==> src/rtl/instr_fetch_if.sv <==
// Handshake and memory bus between the fetch sequencer, its controller and the
// synchronous instruction memory.
interface instr_fetch_if #(
   parameter int unsigned AW = 8
);
   logic          fetch_req;
   logic          jump_en;
   logic [AW-1:0] jump_addr;
   logic [7:0]    im_data;
   logic [AW-1:0] im_addr;
   logic          im_rd;
   logic [7:0]    instr;
   logic          instr_valid;
   logic          busy;
   logic [AW-1:0] pc;

   modport master (
      output fetch_req, jump_en, jump_addr, im_data,
      input  im_addr, im_rd, instr, instr_valid, busy, pc
   );

   modport slave (
      input  fetch_req, jump_en, jump_addr, im_data,
      output im_addr, im_rd, instr, instr_valid, busy, pc
   );
endinterface

==> src/rtl/instr_fetch.sv <==
// Instruction fetch sequencer: owns the PC, runs fixed-latency reads from the
// instruction memory and hands each instruction over with a one-cycle strobe.
module instr_fetch #(
   parameter int unsigned AW       = 8,
   parameter int unsigned MEM_LAT  = 1,
   parameter int unsigned RESET_PC = 0
) (
   input logic          clk,
   input logic          RST,
   instr_fetch_if.slave bus
);

   localparam logic [AW-1:0] PcInit   = AW'(RESET_PC);
   localparam logic [2:0]    WaitInit = 3'(MEM_LAT - 1);

   typedef enum logic [1:0] {StIdle, StRead, StWait, StDone} state_e;

   state_e        state_q;
   logic [AW-1:0] pc_q;
   logic [AW-1:0] im_addr_q;
   logic          im_rd_q;
   logic [7:0]    instr_q;
   logic          instr_valid_q;
   logic          busy_q;
   logic [2:0]    cnt_q;
   logic          pend_q;
   logic [AW-1:0] pend_addr_q;
   logic [AW-1:0] pc_next;

   // A jump arriving on the capture cycle is the newest one, so it wins.
   always_comb begin
      pc_next = pc_q + AW'(1);
      if (bus.jump_en) begin
         pc_next = bus.jump_addr;
      end else if (pend_q) begin
         pc_next = pend_addr_q;
      end
   end

   always_ff @(posedge clk or posedge RST) begin
      if (RST) begin
         state_q       <= StIdle;
         pc_q          <= PcInit;
         im_addr_q     <= PcInit;
         im_rd_q       <= 1'b0;
         instr_q       <= 8'h00;
         instr_valid_q <= 1'b0;
         busy_q        <= 1'b0;
         cnt_q         <= 3'd0;
         pend_q        <= 1'b0;
         pend_addr_q   <= '0;
      end else begin
         im_rd_q       <= 1'b0;
         instr_valid_q <= 1'b0;
         unique case (state_q)
            StIdle, StDone: begin
               if (bus.jump_en) begin
                  pc_q      <= bus.jump_addr;
                  im_addr_q <= bus.jump_addr;
               end
               if (bus.fetch_req) begin
                  state_q <= StRead;
                  im_rd_q <= 1'b1;
                  busy_q  <= 1'b1;
               end else begin
                  state_q <= StIdle;
                  busy_q  <= 1'b0;
               end
            end
            StRead: begin
               cnt_q   <= WaitInit;
               state_q <= StWait;
               if (bus.jump_en) begin
                  pend_q      <= 1'b1;
                  pend_addr_q <= bus.jump_addr;
               end
            end
            StWait: begin
               if (cnt_q == 3'd0) begin
                  instr_q       <= bus.im_data;
                  instr_valid_q <= 1'b1;
                  busy_q        <= 1'b0;
                  pc_q          <= pc_next;
                  im_addr_q     <= pc_next;
                  pend_q        <= 1'b0;
                  state_q       <= StDone;
               end else begin
                  cnt_q <= cnt_q - 3'd1;
                  if (bus.jump_en) begin
                     pend_q      <= 1'b1;
                     pend_addr_q <= bus.jump_addr;
                  end
               end
            end
         endcase
      end
   end

   assign bus.im_addr     = im_addr_q;
   assign bus.im_rd       = im_rd_q;
   assign bus.instr       = instr_q;
   assign bus.instr_valid = instr_valid_q;
   assign bus.busy        = busy_q;
   assign bus.pc          = pc_q;

endmodule

==> src/flat_wrapper.sv <==
// flat-port wrapper written by rule: the top's interface ports become plain ports
module instr_fetch_flat 
#(
   parameter int unsigned AW       = 8,
   parameter int unsigned MEM_LAT  = 1,
   parameter int unsigned RESET_PC = 0
)
  (clk, RST, bus_fetch_req, bus_jump_en, bus_jump_addr, bus_im_data, bus_im_addr, bus_im_rd, bus_instr, bus_instr_valid, bus_busy, bus_pc);
  instr_fetch_if #(.AW(AW)) bus_i ();
  input logic clk;
  input logic RST;
  input wire logic [$bits(bus_i.fetch_req)-1:0] bus_fetch_req;
  input wire logic [$bits(bus_i.jump_en)-1:0] bus_jump_en;
  input wire logic [$bits(bus_i.jump_addr)-1:0] bus_jump_addr;
  input wire logic [$bits(bus_i.im_data)-1:0] bus_im_data;
  output wire logic [$bits(bus_i.im_addr)-1:0] bus_im_addr;
  output wire logic [$bits(bus_i.im_rd)-1:0] bus_im_rd;
  output wire logic [$bits(bus_i.instr)-1:0] bus_instr;
  output wire logic [$bits(bus_i.instr_valid)-1:0] bus_instr_valid;
  output wire logic [$bits(bus_i.busy)-1:0] bus_busy;
  output wire logic [$bits(bus_i.pc)-1:0] bus_pc;
  assign bus_i.fetch_req = bus_fetch_req;
  assign bus_i.jump_en = bus_jump_en;
  assign bus_i.jump_addr = bus_jump_addr;
  assign bus_i.im_data = bus_im_data;
  assign bus_im_addr = bus_i.im_addr;
  assign bus_im_rd = bus_i.im_rd;
  assign bus_instr = bus_i.instr;
  assign bus_instr_valid = bus_i.instr_valid;
  assign bus_busy = bus_i.busy;
  assign bus_pc = bus_i.pc;
  instr_fetch #(.AW(AW), .MEM_LAT(MEM_LAT), .RESET_PC(RESET_PC)) u_core (.clk(clk), .RST(RST), .bus(bus_i));
endmodule
==> config.mk <==
export PLATFORM = sky130hd
export DESIGN_NAME = instr_fetch_flat
export DESIGN_NICKNAME = d
export VERILOG_FILES = /design/src/rtl/instr_fetch_if.sv /design/src/rtl/instr_fetch.sv /design/src/flat_wrapper.sv
export SDC_FILE = /design/constraint.sdc
export NUM_CORES = 1
export LEC_CHECK = 0
export ABC_AREA = 1
export ABC_CLOCK_PERIOD_IN_PS = 4300
export BUFFER_PORTS_ARGS = -buffer_cell sky130_fd_sc_hd__clkbuf_2
export CAP_MARGIN = 10
export CORE_AREA = 2 2 50 75
export DETAILED_ROUTE_END_ITERATION = 7
export DIE_AREA = 0 0 52 77
export PLACE_DENSITY = 0.85
export SYNTH_ARGS = -nofsm -noshare
export SYNTH_HDL_FRONTEND = slang
export SYNTH_SLANG_ARGS = --single-unit
export TNS_END_PERCENT = 100
==> constraint.sdc <==
create_clock -name clk -period 4.3 [get_ports clk]
set_clock_uncertainty 0.1 [all_clocks]
set_input_delay 0.645 -clock clk [delete_from_list [all_inputs] [get_ports clk]]
set_output_delay 0.645 -clock clk [all_outputs]
set_load 0.02 [all_outputs]
==> summary.txt <==
Synthesis
  • Mapped Cells: 222
  • Netlist cell types: 27
  • Synthesized cell area: 1800 um2
  • Mean Syn Cell Area: between 8 and 9 um2
  • Sequential area share after synthesis: 0.459
  • Synth warn: 0
  • Syn_nets: approximately 250
  • #FFs+latches synth: 33

Power
  • Seq pwr share: 0.311
  • Combinational power share: 0.524
  • Power density over the cells: roughly 870 nW/um2
  • Part of the power in the clock network: 0.165
  • Pleak: between 1 and 1.5 nW
  • Net Switching: approximately 0.86 mW
  • Switching fraction of total power: 0.469
  • Worst vdd ir: ~0.49 mV
  • Pint: about 0.97 mW
  • Power, Total: roughly 1.8 mW

Setup path
  • Worst EP required: ~4.4 ns
  • Worst reg-to-reg setup slack: between 2 and 3 ns
  • Critical Path AT: 1.83 ns
  • Worst r2r src: u_core.state_q[0]$_DFFE_PP0P_
  • Crit Reg-Reg Endpoint: u_core.bus.pc[5]$_DFFE_PP0P_
  • Crit path buf inv count: 2
  • Critical-path cell list: inv_1, ha_1, inv_2, o211ai_2, nand2_1, a21boi_1
  • Setup Crit Path Kind: register to register
  • Slowest stage delay, CP: around 0.45 ns
  • Reg2Reg Depth: 6
  • Slowest-stage cell, CP: o211ai_2
  • Critical Path Sink Type: register
  • Critical path startpoint category: register
  • Crit path max fanout: 12
  • Cell family with most CP delay: compound AO/OA/AOI/OAI gates

Route
  • DRT iter0 DRCs: 46
  • DRC: 0
  • 1st-pass router iterations: 4
  • DR vias/cell: 4.93
  • Routed WL per cell: 11.4 um
  • Post-DRT Antenna Nets: 0
  • Routed via count: 1513
  • Final WL: around 3500 um

Global route
  • Vias in the first global route: 1405
  • Largest net degree at the start of global routing: 34
  • Initial antenna violation count: 0
  • First-pass GRT wire length: between 5000 and 6000 um
  • Grt total ovfl: 0
  • GRT Overall Usage: 0.200

Timing
  • Slew @ Worst Pin: 0.511 ns
  • Final worst setup slack: 2.54 ns
  • Endpoints failing setup: 0
  • RSZ-0062 raised after global routing: false
  • Min Clock Period, post-route: ~1.8 ns
  • Hold slack: around 0.3 ns
  • Hold Violations, Final: 0
  • Fmax: roughly 570 MHz
  • Final worst path period share: 0.409
  • Final Max Slew Viols: 0
  • Max-slew headroom: 0.659
  • Fin Setup TNS: 0 ns

Clocking
  • # resized after CTS: 0
  • Clock latency on the worst-skew pair: between 0.2 and 0.3 ns
  • CTS Buf Count: 5
  • Root buffer cell: clkbuf_8
  • CTS tree: yes
  • Clk pin slew, worst setup/hold paths: ~0.07 ns
  • Clk sinks: 33
  • CTS H-tree depth: 2
  • # hold bufs at CTS: 0
  • Setup Fix Bufs, Post-CTS: 0
  • CTS Buffer Depth: 2

Placement
  • DP Wirelength: ~2600 um
  • Pre-CTS setup slack: about 2.6 ns
  • Port bufs: 46
  • Placer Congestion: 0.787
  • Placed cells: 299
  • Placed inst area: ~2000 um2

Layout
  • Antenna diodes: 0
  • Area Growth Syn to Fin: 16.9%
  • Final net count: around 290
  • Utilization after layout: 0.628
  • Non-Filler Instances: roughly 310
  • Layout cells sized above 1: 0.279
  • Design Area, Final: 2100 um2

Die
  • Row cnt: 26
  • Die Y: between 70 and 80 um
  • Die Wd: about 52 um
  • Die Area: around 4000 um2
  • Initial Utilization: 0.537
  • Placeable Area: between 3000 and 4000 um2
  • IO Count: 47

Min path
  • Hold Path Class: input pin to async pin

Job
  • MaxCap Viol Count: 0

Status
  • Status: completed
-- worst max path at each step --
stage,from,endpoint,slack [ns],cells after the start
floorplan,u_core.state_q[0]$_DFFE_PP0P_,u_core.bus.pc[3]$_DFFE_PP0P_,2.78,7
global placement,u_core.state_q[0]$_DFFE_PP0P_,u_core.bus.pc[3]$_DFFE_PP0P_,2.60,6
detailed placement,u_core.state_q[0]$_DFFE_PP0P_,u_core.bus.pc[4]$_DFFE_PP0P_,2.55,6
CTS,u_core.state_q[0]$_DFFE_PP0P_,u_core.bus.pc[4]$_DFFE_PP0P_,2.55,6
global route,u_core.state_q[0]$_DFFE_PP0P_,u_core.bus.pc[5]$_DFFE_PP0P_,2.35,6
finish,u_core.state_q[0]$_DFFE_PP0P_,u_core.bus.pc[5]$_DFFE_PP0P_,2.54,6
-- Yosys cell counts --
master    instances  area (um2)
o32ai_1           1        8.76
buf_8             1        15.0
o22ai_1           1        6.26
clkinv_1          1        3.75
buf_6             2        22.5
o21ai_0          13        65.1
o21ai_1           1        5.00
xor2_1            2        17.5
a21oi_2           3        26.3
buf_2             1        5.00
nand3_4           1        17.5
ha_1              5        62.6
nand3_1          12        60.1
a21boi_1          4        30.0
nor2_1           24        90.1
dfrtp_1          33         826
buf_4             8        60.1
a21oi_1           4        20.0
inv_4             1        6.26
o21ai_2           5        43.8
nand2_1          67         251
o211ai_2          1        12.5
a22oi_2           1        12.5
nand2_4           2        22.5
nand2_2           2        12.5
inv_1            22        82.6
inv_2             4        15.0
-- power groups by stage --
stage / Sequential (mW) / Clock (mW) / Combinational [mW]
final: 0.570 / 0.303 / 0.963
after global placement: 0.571 / 0 / 0.950
after CTS: 0.570 / 0.310 / 0.974
after global routing: 0.590 / 0.320 / 1.09
after detailed placement: 0.576 / 0 / 0.966
after floorplan: 0.663 / 0 / 0.718
-- tightest hold or removal path: stages --
cell      delay (ns)
clkbuf_2        0.08
inv_1           0.04
buf_4           0.36
-- cells in the final DEF (no fill, tap or decap) --
cell,n
a21oi_1,4
inv_4,1
o211ai_2,1
clkinv_1,1
clkbuf_1,1
o21ai_2,5
bufinv_16,1
clkbuf_2,46
clkbuf_8,6
nand3_1,12
o32ai_1,1
ha_1,5
buf_4,1
nand2_2,2
a21oi_2,3
o21ai_0,13
o21ai_1,1
inv_1,22
xor2_1,2
dfrtp_1,33
nand2_1,67
a22oi_2,1
nor2_1,24
nand3_4,1
nand2_4,2
o22ai_1,1
inv_2,4
a21boi_1,4
-- metal layers --
layer	GRT usage	share of wire	up-vias
met1	0.218	0.38	696
li1	-	-	776
met4	0.111	0.026	0
met5	0	0	-
met2	0.342	0.55	32
met3	0.0467	0.042	9
-- kinds of logic (layout without fill, tap and decap cells) --
kind of cell	count (synthesis)	after routing	synth area share
AND/OR/NAND/NOR	108	108	0.252
AO/OA/AOI/OAI	34	34	0.128
buffers and inverters	40	83	0.117
XOR/XNOR	2	2	0.00973
adder cells (fa/ha/maj)	5	5	0.0347
flip-flops	33	33	0.459
-- sequential cells by signal, summed over array words and instances (netlist names) --
signal / count
u_core.bus.instr: 8
u_core.pend_addr_q: 8
u_core.state_q: 2
u_core.pend_q: 1
u_core.bus.busy: 1
u_core.cnt_q: 3
u_core.bus.instr_valid: 1
u_core.bus.pc: 8
u_core.bus.im_rd: 1
-- area by class of cell --
cell class	count	area [um2]
fill	295	1250
sequential	33	826
multi-input combinational	149	764
timing repair buffer	47	238
inverter	28	108
clock buffer	7	86.3
tap	42	52.6
clock inverter	1	30.0
Note: power is estimated with default switching activity, not from simulation.
